**src/rtl/alu_exec_stage.sv**
```systemverilog
// Single-issue ALU execute stage. Non-MUL ops finish in one cycle; MUL is an
// iterative shift-add that stalls the stage for WIDTH cycles.
module alu_exec_stage #(
  parameter int WIDTH = 8
) (
  input  logic             clk,
  input  logic             rst_n,
  input  logic             in_valid,
  output logic             in_ready,
  input  logic [2:0]       op,
  input  logic [WIDTH-1:0] a,
  input  logic [WIDTH-1:0] b,
  input  logic [WIDTH-1:0] imm,
  input  logic             use_imm,
  input  logic [1:0]       fwd_sel_a,
  input  logic [WIDTH-1:0] fwd_exmem,
  input  logic [WIDTH-1:0] fwd_memwb,
  input  logic             flush,
  output logic             out_valid,
  output logic [WIDTH-1:0] result,
  output logic             zero,
  output logic             carry,
  output logic             busy
);
  localparam int SHW = $clog2(WIDTH);
  localparam logic [SHW-1:0] LAST = SHW'(WIDTH - 1);

  localparam logic [2:0] OP_ADD = 3'b000;
  localparam logic [2:0] OP_SLL = 3'b001;
  localparam logic [2:0] OP_SUB = 3'b010;
  localparam logic [2:0] OP_SRL = 3'b011;
  localparam logic [2:0] OP_SRA = 3'b100;
  localparam logic [2:0] OP_AND = 3'b101;
  localparam logic [2:0] OP_OR  = 3'b110;
  localparam logic [2:0] OP_MUL = 3'b111;

  typedef enum logic {IDLE, MUL_RUN} state_t;

  state_t             state;
  logic [SHW-1:0]     cnt;
  logic [2*WIDTH-1:0] acc, mcand, acc_nxt;
  logic [WIDTH-1:0]   mplier;
  logic [WIDTH-1:0]   opa, opb, alu_res;
  logic [SHW-1:0]     sh;
  logic [WIDTH:0]     sum, diff;
  logic               alu_c;

  assign in_ready = ~busy;

  always_comb begin
    case (fwd_sel_a)
      2'b01:   opa = fwd_exmem;
      2'b10:   opa = fwd_memwb;
      default: opa = a;
    endcase
    opb  = use_imm ? imm : b;
    sh   = opb[SHW-1:0];
    sum  = {1'b0, opa} + {1'b0, opb};
    diff = {1'b0, opa} - {1'b0, opb};
    alu_res = '0;
    alu_c   = 1'b0;
    case (op)
      OP_ADD: begin alu_res = sum[WIDTH-1:0];  alu_c = sum[WIDTH];   end
      OP_SUB: begin alu_res = diff[WIDTH-1:0]; alu_c = ~diff[WIDTH]; end
      OP_SLL: alu_res = opa << sh;
      OP_SRL: alu_res = opa >> sh;
      OP_SRA: alu_res = WIDTH'($signed(opa) >>> sh);
      OP_AND: alu_res = opa & opb;
      OP_OR:  alu_res = opa | opb;
      default: ;
    endcase
  end

  // One partial product per cycle; the last one is folded straight into result.
  assign acc_nxt = mplier[0] ? acc + mcand : acc;

  always_ff @(posedge clk) begin
    if (!rst_n) begin
      state     <= IDLE;
      busy      <= 1'b0;
      cnt       <= '0;
      acc       <= '0;
      mcand     <= '0;
      mplier    <= '0;
      out_valid <= 1'b0;
      result    <= '0;
      zero      <= 1'b1;
      carry     <= 1'b0;
    end else begin
      out_valid <= 1'b0;
      if (flush) begin
        state <= IDLE;
        busy  <= 1'b0;
        cnt   <= '0;
      end else begin
        case (state)
          IDLE: if (in_valid) begin
            if (op == OP_MUL) begin
              state  <= MUL_RUN;
              busy   <= 1'b1;
              cnt    <= '0;
              acc    <= '0;
              mcand  <= {{WIDTH{1'b0}}, opa};
              mplier <= opb;
            end else begin
              result    <= alu_res;
              zero      <= (alu_res == '0);
              carry     <= alu_c;
              out_valid <= 1'b1;
            end
          end
          MUL_RUN: begin
            acc    <= acc_nxt;
            mcand  <= mcand << 1;
            mplier <= mplier >> 1;
            cnt    <= cnt + 1'b1;
            if (cnt == LAST) begin
              state     <= IDLE;
              busy      <= 1'b0;
              cnt       <= '0;
              result    <= acc_nxt[WIDTH-1:0];
              zero      <= (acc_nxt[WIDTH-1:0] == '0);
              carry     <= |acc_nxt[2*WIDTH-1:WIDTH];
              out_valid <= 1'b1;
            end
          end
          default: state <= IDLE;
        endcase
      end
    end
  end
endmodule
```
**config.mk**
```make
export PLATFORM = sky130hd
export DESIGN_NAME = alu_exec_stage
export DESIGN_NICKNAME = d
export VERILOG_FILES = /design/src/rtl/alu_exec_stage.sv
export SDC_FILE = /design/constraint.sdc
export NUM_CORES = 1
export LEC_CHECK = 0
export ABC_AREA = 1
export CAP_MARGIN = 25
export CORE_MARGIN = 2
export CORE_UTILIZATION = 30
export DETAILED_ROUTE_END_ITERATION = 10
export PLACE_DENSITY_LB_ADDON = 0.1
export SLEW_MARGIN = 20
export SYNTH_ARGS = -nofsm -noshare
export SYNTH_HDL_FRONTEND = slang
export SYNTH_SLANG_ARGS = --single-unit
```
**constraint.sdc**
```tcl
create_clock -name clk -period 4.4 [get_ports clk]
set_clock_uncertainty 0.15 [all_clocks]
set_input_delay 1.1 -clock clk [delete_from_list [all_inputs] [get_ports clk]]
set_output_delay 1.1 -clock clk [all_outputs]
set_load 0.05 [all_outputs]
```
==> results_dict.tcl <==
set metrics [dict create \
    status "complete, no violations" \
    wl_per_cell_um 15.78 \
    routabilityCongestion 0.9167 \
    antenna_found_initial 0 \
    critPathMaxFanout 14 \
    start_util 0.3055 \
    reg2reg_depth 14 \
    synth_top_cells_by_area "dfxtp_1 (20%), nand2_1 (19%), ha_1 (10%)" \
    grt_pass1_vias 5832 \
    crit_top_cell "nand2_1" \
    syn_area_sq_um 5469 \
    core-area_sq_um 17900 \
    nets 1105 \
    grtUsageMet2 0.3220 \
    gr-total-overflow 0 \
    crit_type "in -> reg" \
    slowest_stage "clkdlybuf4s50_1" \
    maxSlewHeadroom 0.4155 \
    vias_per_cell 4.913 \
    hold_path.class "reg -> reg" \
    final-max-slew-violation-count 0 \
    fmax_mhz 242.9 \
    cts_buffers 5 \
    cap_viol_max_count 0 \
    crit_family "simple AND/OR/NAND/NOR gates" \
    firstDrtPassIters 5 \
    rsz0062_at_grt "no" \
    synthCells 910 \
    via_count 6077 \
    use_met1 0.2898 \
    routed_wl_um 19520 \
    finalPower_uw 1739 \
    final_common_cell "nand2_1" \
    cts_root_buffer "clkbuf_16" \
    fin_cells 1237 \
    peakVddDrop_uv 148.5 \
    crit_chain "clkdlybuf4s50_1, inv_1, ha_1, clkinv_4, or2_2, nand2_1, inv_1, ha_1, nor2_1, buf_4, a21oi_1, o21ai_0, xor2_1, nand2_1, nand3_1, nor2_1, nand3_1, nand2_1, nand2_1, nand2_1" \
    gr-max-usage-layer "met2" \
    cts_sinks 56 \
    yosysTopAreaCell "dfxtp_1" \
    crit_path_end_kind "flop" \
    grt_use_met3 0.02762 \
    critPathMaxStageDelay_ns 0.48 \
    synth-seq-area-share 0.2050 \
    pwr_density_cell_nw_per_um2 251.8 \
    track_usage 0.2021 \
    cts_tree "done" \
    final_cell_mix "nand2_1 (280), nand3_1 (105), inv_1 (81)" \
    die_area_sq_um 19330 \
    clk_latency_ns 0.30 \
    htreeDepth 2 \
    setup_viol 0 \
    rows 49 \
    grt_pass1_wl_um 31560 \
    diodes 0 \
    start_kind "input port" \
    die_h_um 139.0 \
    setup_ws_ns 0.2823 \
    path_buf_inv 5 \
    fin_util 0.3858 \
    holdPathStages 2 \
    crit_required_ns 4.49 \
    ys_ff_latch 56 \
    ios 63 \
    syn_area_per_cell_sq_um 6.010 \
    cts.path.max_buffers 2 \
    fin_hold_ws_ns 0.3221 \
    yosysUniqueCellTypes 45 \
    worstMarginPinSlew_ns 0.8757 \
    p_leak_uw 0.003249 \
    cp.depth 20 \
    clk_pin_slew_ns 0.07 \
    netlist.area_leader.share 0.2050 \
    synth_nets 1007 \
    dp_hpwl_um 15660 \
    fin_crit_ns 4.118 \
    critPathArrivalTime_ns 4.21 \
    postCtsSetupBuffers 0 \
    areaGrowthSynthToFinish_pct 26.29 \
    layout-drive-gt1-share 0.1240 \
    min_period_over_period 0.9358 \
    drtAntennaViolNets 0 \
    drc_errors 0 \
    placement.io_buffers 62 \
    pre_cts_slack_ns -0.03795 \
    dr.first_iter.drc_count 406 \
    grt_max_degree 33 \
    ys_warn_count 0 \
    placed_cells 1229 \
    fp.dieW_um 139.0 \
    hold_viol_final 0 \
]
==> registers in the layout (all words and copies together) (netlist names) <==
name       cells
zero           1
cnt            3
out_valid      1
result         8
busy           1
carry          1
state          1
acc           16
mcand         16
mplier         8
==> what timing repair did <==
| item | in CTS | in global routing |
|---|---|---|
| hold buffers | 0 | 0 |
| gates resized for setup | 0 | 15 |
| hold endpoints to repair | 0 | 0 |
| endpoints found under the setup margin | 0 | 2 |
==> worst min-delay path: cells and delay by family, from the launching register on <==
kind / cells / cell delay [ns]
AND/OR/NAND/NOR: 1 / 0.06
AO/OA/AOI/OAI: 1 / 0.05
flip-flops: 1 / 0.32
==> through the flow <==
stage | area [sq um] | TNS, ns
global route | 6907 | 0
CTS | 6842 | 0
detailed placement | 6656 | -0.03795
finish | 6907 | 0
global placement | 6656 | 0
floorplan | 5469 | 0
==> synth_stat cells (all sizes together) <==
library cell and count:
dfxtp 56, o311ai 1, o211ai 2, nand2 291, xnor2 5, nor2 70, or2 19, o22ai 1
clkbuf 17, a221oi 2, inv 91, o21bai 2, o221ai 1, nand4 14, fa 3, and2 2
nand3b 1, buf 16, o21ai 60, a31oi 11, xor2 4, ha 44, o21a 4, nand3 106
nor4 2, a21oi 81, nor3 4
==> power by group <==
| group | leakage (uW) | internal (uW) | switching, uW | total [uW] |
|---|---|---|---|---|
| registers | 0.000454 | 519 | 9.89 | 529 |
| logic | 0.00271 | 289 | 399 | 688 |
| clock network | 0.0000899 | 324 | 199 | 523 |
| total | 0.00325 | 1130 | 608 | 1740 |
==> kinds of logic after synthesis <==
logic type / Yosys count / synth area share
flops: 56 / 0.2050
xor+xnor: 9 / 0.01441
fa+ha+maj: 47 / 0.1116
buf+inv: 124 / 0.09952
compound gates: 165 / 0.1650
simple gates: 509 / 0.4045
==> final cells by class <==
type | instances | area [sq um]
tap | 229 | 286.5
inverter | 91 | 356.6
timing repair buffer | 124 | 1119
multi-input combinational | 730 | 3839
fill | 2032 | 11000
sequential | 56 | 1121
clock buffer | 5 | 125.1
clock inverter | 2 | 60.06
==> final timing paths <==
| path | end | slack [ns] | startpoint |
|---|---|---|---|
| min reg2reg | cnt[1]$_SDFFE_PP0P_ | 0.32 | cnt[1]$_SDFFE_PP0P_ |
| max reg2reg | carry$_SDFFE_PN0P_ | 1.78 | acc[0]$_SDFFE_PN0P_ |
| max | zero$_SDFFE_PN1P_ | 0.28 | fwd_sel_a[0] |
| min | cnt[1]$_SDFFE_PP0P_ | 0.32 | cnt[1]$_SDFFE_PP0P_ |
==> per-layer routing <==
metal  wire length [um]  up-vias
li1                   -     3186
met5                  0        -
met3                861       20
met1               9685     2729
met2               8609      142
met4                364        0
No activity file was read; power rests on OpenSTA's default activity.
==> patch: new RTL, same flow settings <==
`WIDTH`: 8 -> 4.
--- a/src/rtl/alu_exec_stage.sv
+++ b/src/rtl/alu_exec_stage.sv
@@ -2,5 +2,5 @@
 // iterative shift-add that stalls the stage for WIDTH cycles.
 module alu_exec_stage #(
-  parameter int WIDTH = 8
+  parameter int WIDTH = 4
 ) (
   input  logic             clk,
Interface: changed (6 resized); port bits go from 63 to 39. The function was not compared with the original's and may differ.
==> patch against the unedited design <==
  * Non-clock buffer count down 85
  * Sequential power shrank 45%
  * Fmax rose by 4.9%
  * Critical path depth shrank 1
  * Setup slack improved by 190 ps
  * Wire length shrank 63%
  * Power fell by 55%
  * First-iteration DRC count down 55%
  * Final area is 54% lower
  * Sequential cell count shrank 25
  * Die area shrank 50%
  * Register-to-register slack gained 400 ps
  * Area after synthesis fell by 52%
  * Largest power group is now sequential cells
==> patch: results (changes against the unedited design) <==
routed_via_density: 4.77  # was 4.91
r2r_start: "state"  # was acc[0]
reg_top3: "acc (8), mcand (8)"  # was acc (16), mcand (16)
synth_top_cells_by_count: "126 x nand2_1, 40 x inv_1, 40 x nand3_1"  # was 282 x nand2_1, 105 x nand3_1, 84 x inv_1
tightest_slew_ps: 698  # was 876 ps
gp_congestion: 0.848  # was 0.917
rr_endpoint: "carry"  # unchanged
placedCellCount: 552  # was 1229
io_buffers: 38  # was 62
status: "complete, no violations"  # unchanged
crit_slowest_cell: "clkdlybuf4s50_1"  # unchanged
ys_seq_area_frac: 0.235  # was 0.205
postSynthCellCount: 415  # was 910
drtIter0Drc: 183  # was 406
drt-met1-wl_microns: 3770  # was 9690 microns
wl_per_cell_microns: 13.0  # was 15.8 microns
r2r_cells: 8  # was 14
reg2reg_slack_ps: 2180  # was 1780 ps
p_leak_nw: 1.50  # was 3.25 nW
met3_length_microns: 266  # was 861 microns
grt_max_degree: 19  # was 33
cts_root_buffer: "clkbuf_8"  # was clkbuf_16
firstDrtPassIters: 4  # was 5
dpl.hpwl_microns: 5770  # was 15700 microns
async_flop_share: 0  # unchanged
route.met2.wl_microns: 3090  # was 8610 microns
layout-drive-gt1-share: 0.0907  # was 0.124
grtUsageTotal: 0.158  # was 0.202
grt_pass1_wl_microns: 12300  # was 31600 microns
drt_wl_total_microns: 7290  # was 19500 microns
synth.top_cells.by_area: "dfxtp_1 24%, nand2_1 18%, ha_1 11%, nand3_1 7.6%, a21oi_1 7.0%"  # was dfxtp_1 20%, nand2_1 19%, ha_1 10%, nand3_1 9.6%, a21oi_1 7.4%
finalNetCount: 507  # was 1105
whs_ps: 318  # was 322 ps
cp_max_fo: 7  # was 14
grt_pass1_vias: 2542  # was 5832
arrival_ps: 4010  # was 4210 ps
syn-num-nets: 471  # was 1007
ys_types: 36  # was 45
-- patch: cell count changes in the layout (fill, tap and decap cells not counted), moves of 9 or more --
cell / unedited run / this run
clkdlybuf4s50_1: 62 / 38
o21ai_0: 52 / 17
a21oi_1: 77 / 37
buf_4: 60 / 1
nand2_1: 280 / 126
nor2_1: 62 / 20
ha_1: 42 / 23
dfxtp_1: 56 / 31
or2_2: 15 / 6
nand3_1: 105 / 40
inv_1: 81 / 40
-- patch: logic make-up after synthesis --
family	after synthesis	share of synthesized area
AND/OR/NAND/NOR	227	0.395
AO/OA/AOI/OAI	68	0.135
buffers and inverters	60	0.0929
flip-flops	31	0.235
adder cells (fa/ha/maj)	26	0.132
XOR/XNOR	3	0.00995
-- patch: worst reg2reg max path: stages (launching register included) --
cell	delay, ps
dfxtp_1	770
inv_2	310
or2_2	380
nand4_2	160
inv_2	100
nand2_1	80
inv_1	40
nand2_1	50
a21oi_1	50
-- patch: metrics by stage --
step	setup slack (ps)	area (sq um)
floorplan	913	2640
global placement	236	3110
detailed placement	181	3110
CTS	475	3210
global route	245	3210
finish	475	3210
-- patch: layout make-up --
cell class,count,area (sq um)
Fill cell,930,5430
Sequential cell,31,621
Timing Repair Buffer,39,388
Clock buffer,8,100
Tap cell,108,135
Inverter,50,188
Multi-Input combinational cell,324,1770
-- patch: routing by layer --
metal  up-vias  GRT usage
met5         -          0
met4         0     0.0577
met3        12     0.0265
met2        58      0.241
met1      1174      0.226
li1       1428          -
-- patch: power breakdown --
| part | internal, mW | switching (mW) | leakage (nW) |
|---|---|---|---|
| combinational | 0.0905 | 0.143 | 1.19 |
| sequential | 0.287 | 0.00575 | 0.251 |
| clock | 0.143 | 0.108 | 0.0515 |
| total | 0.521 | 0.256 | 1.50 |
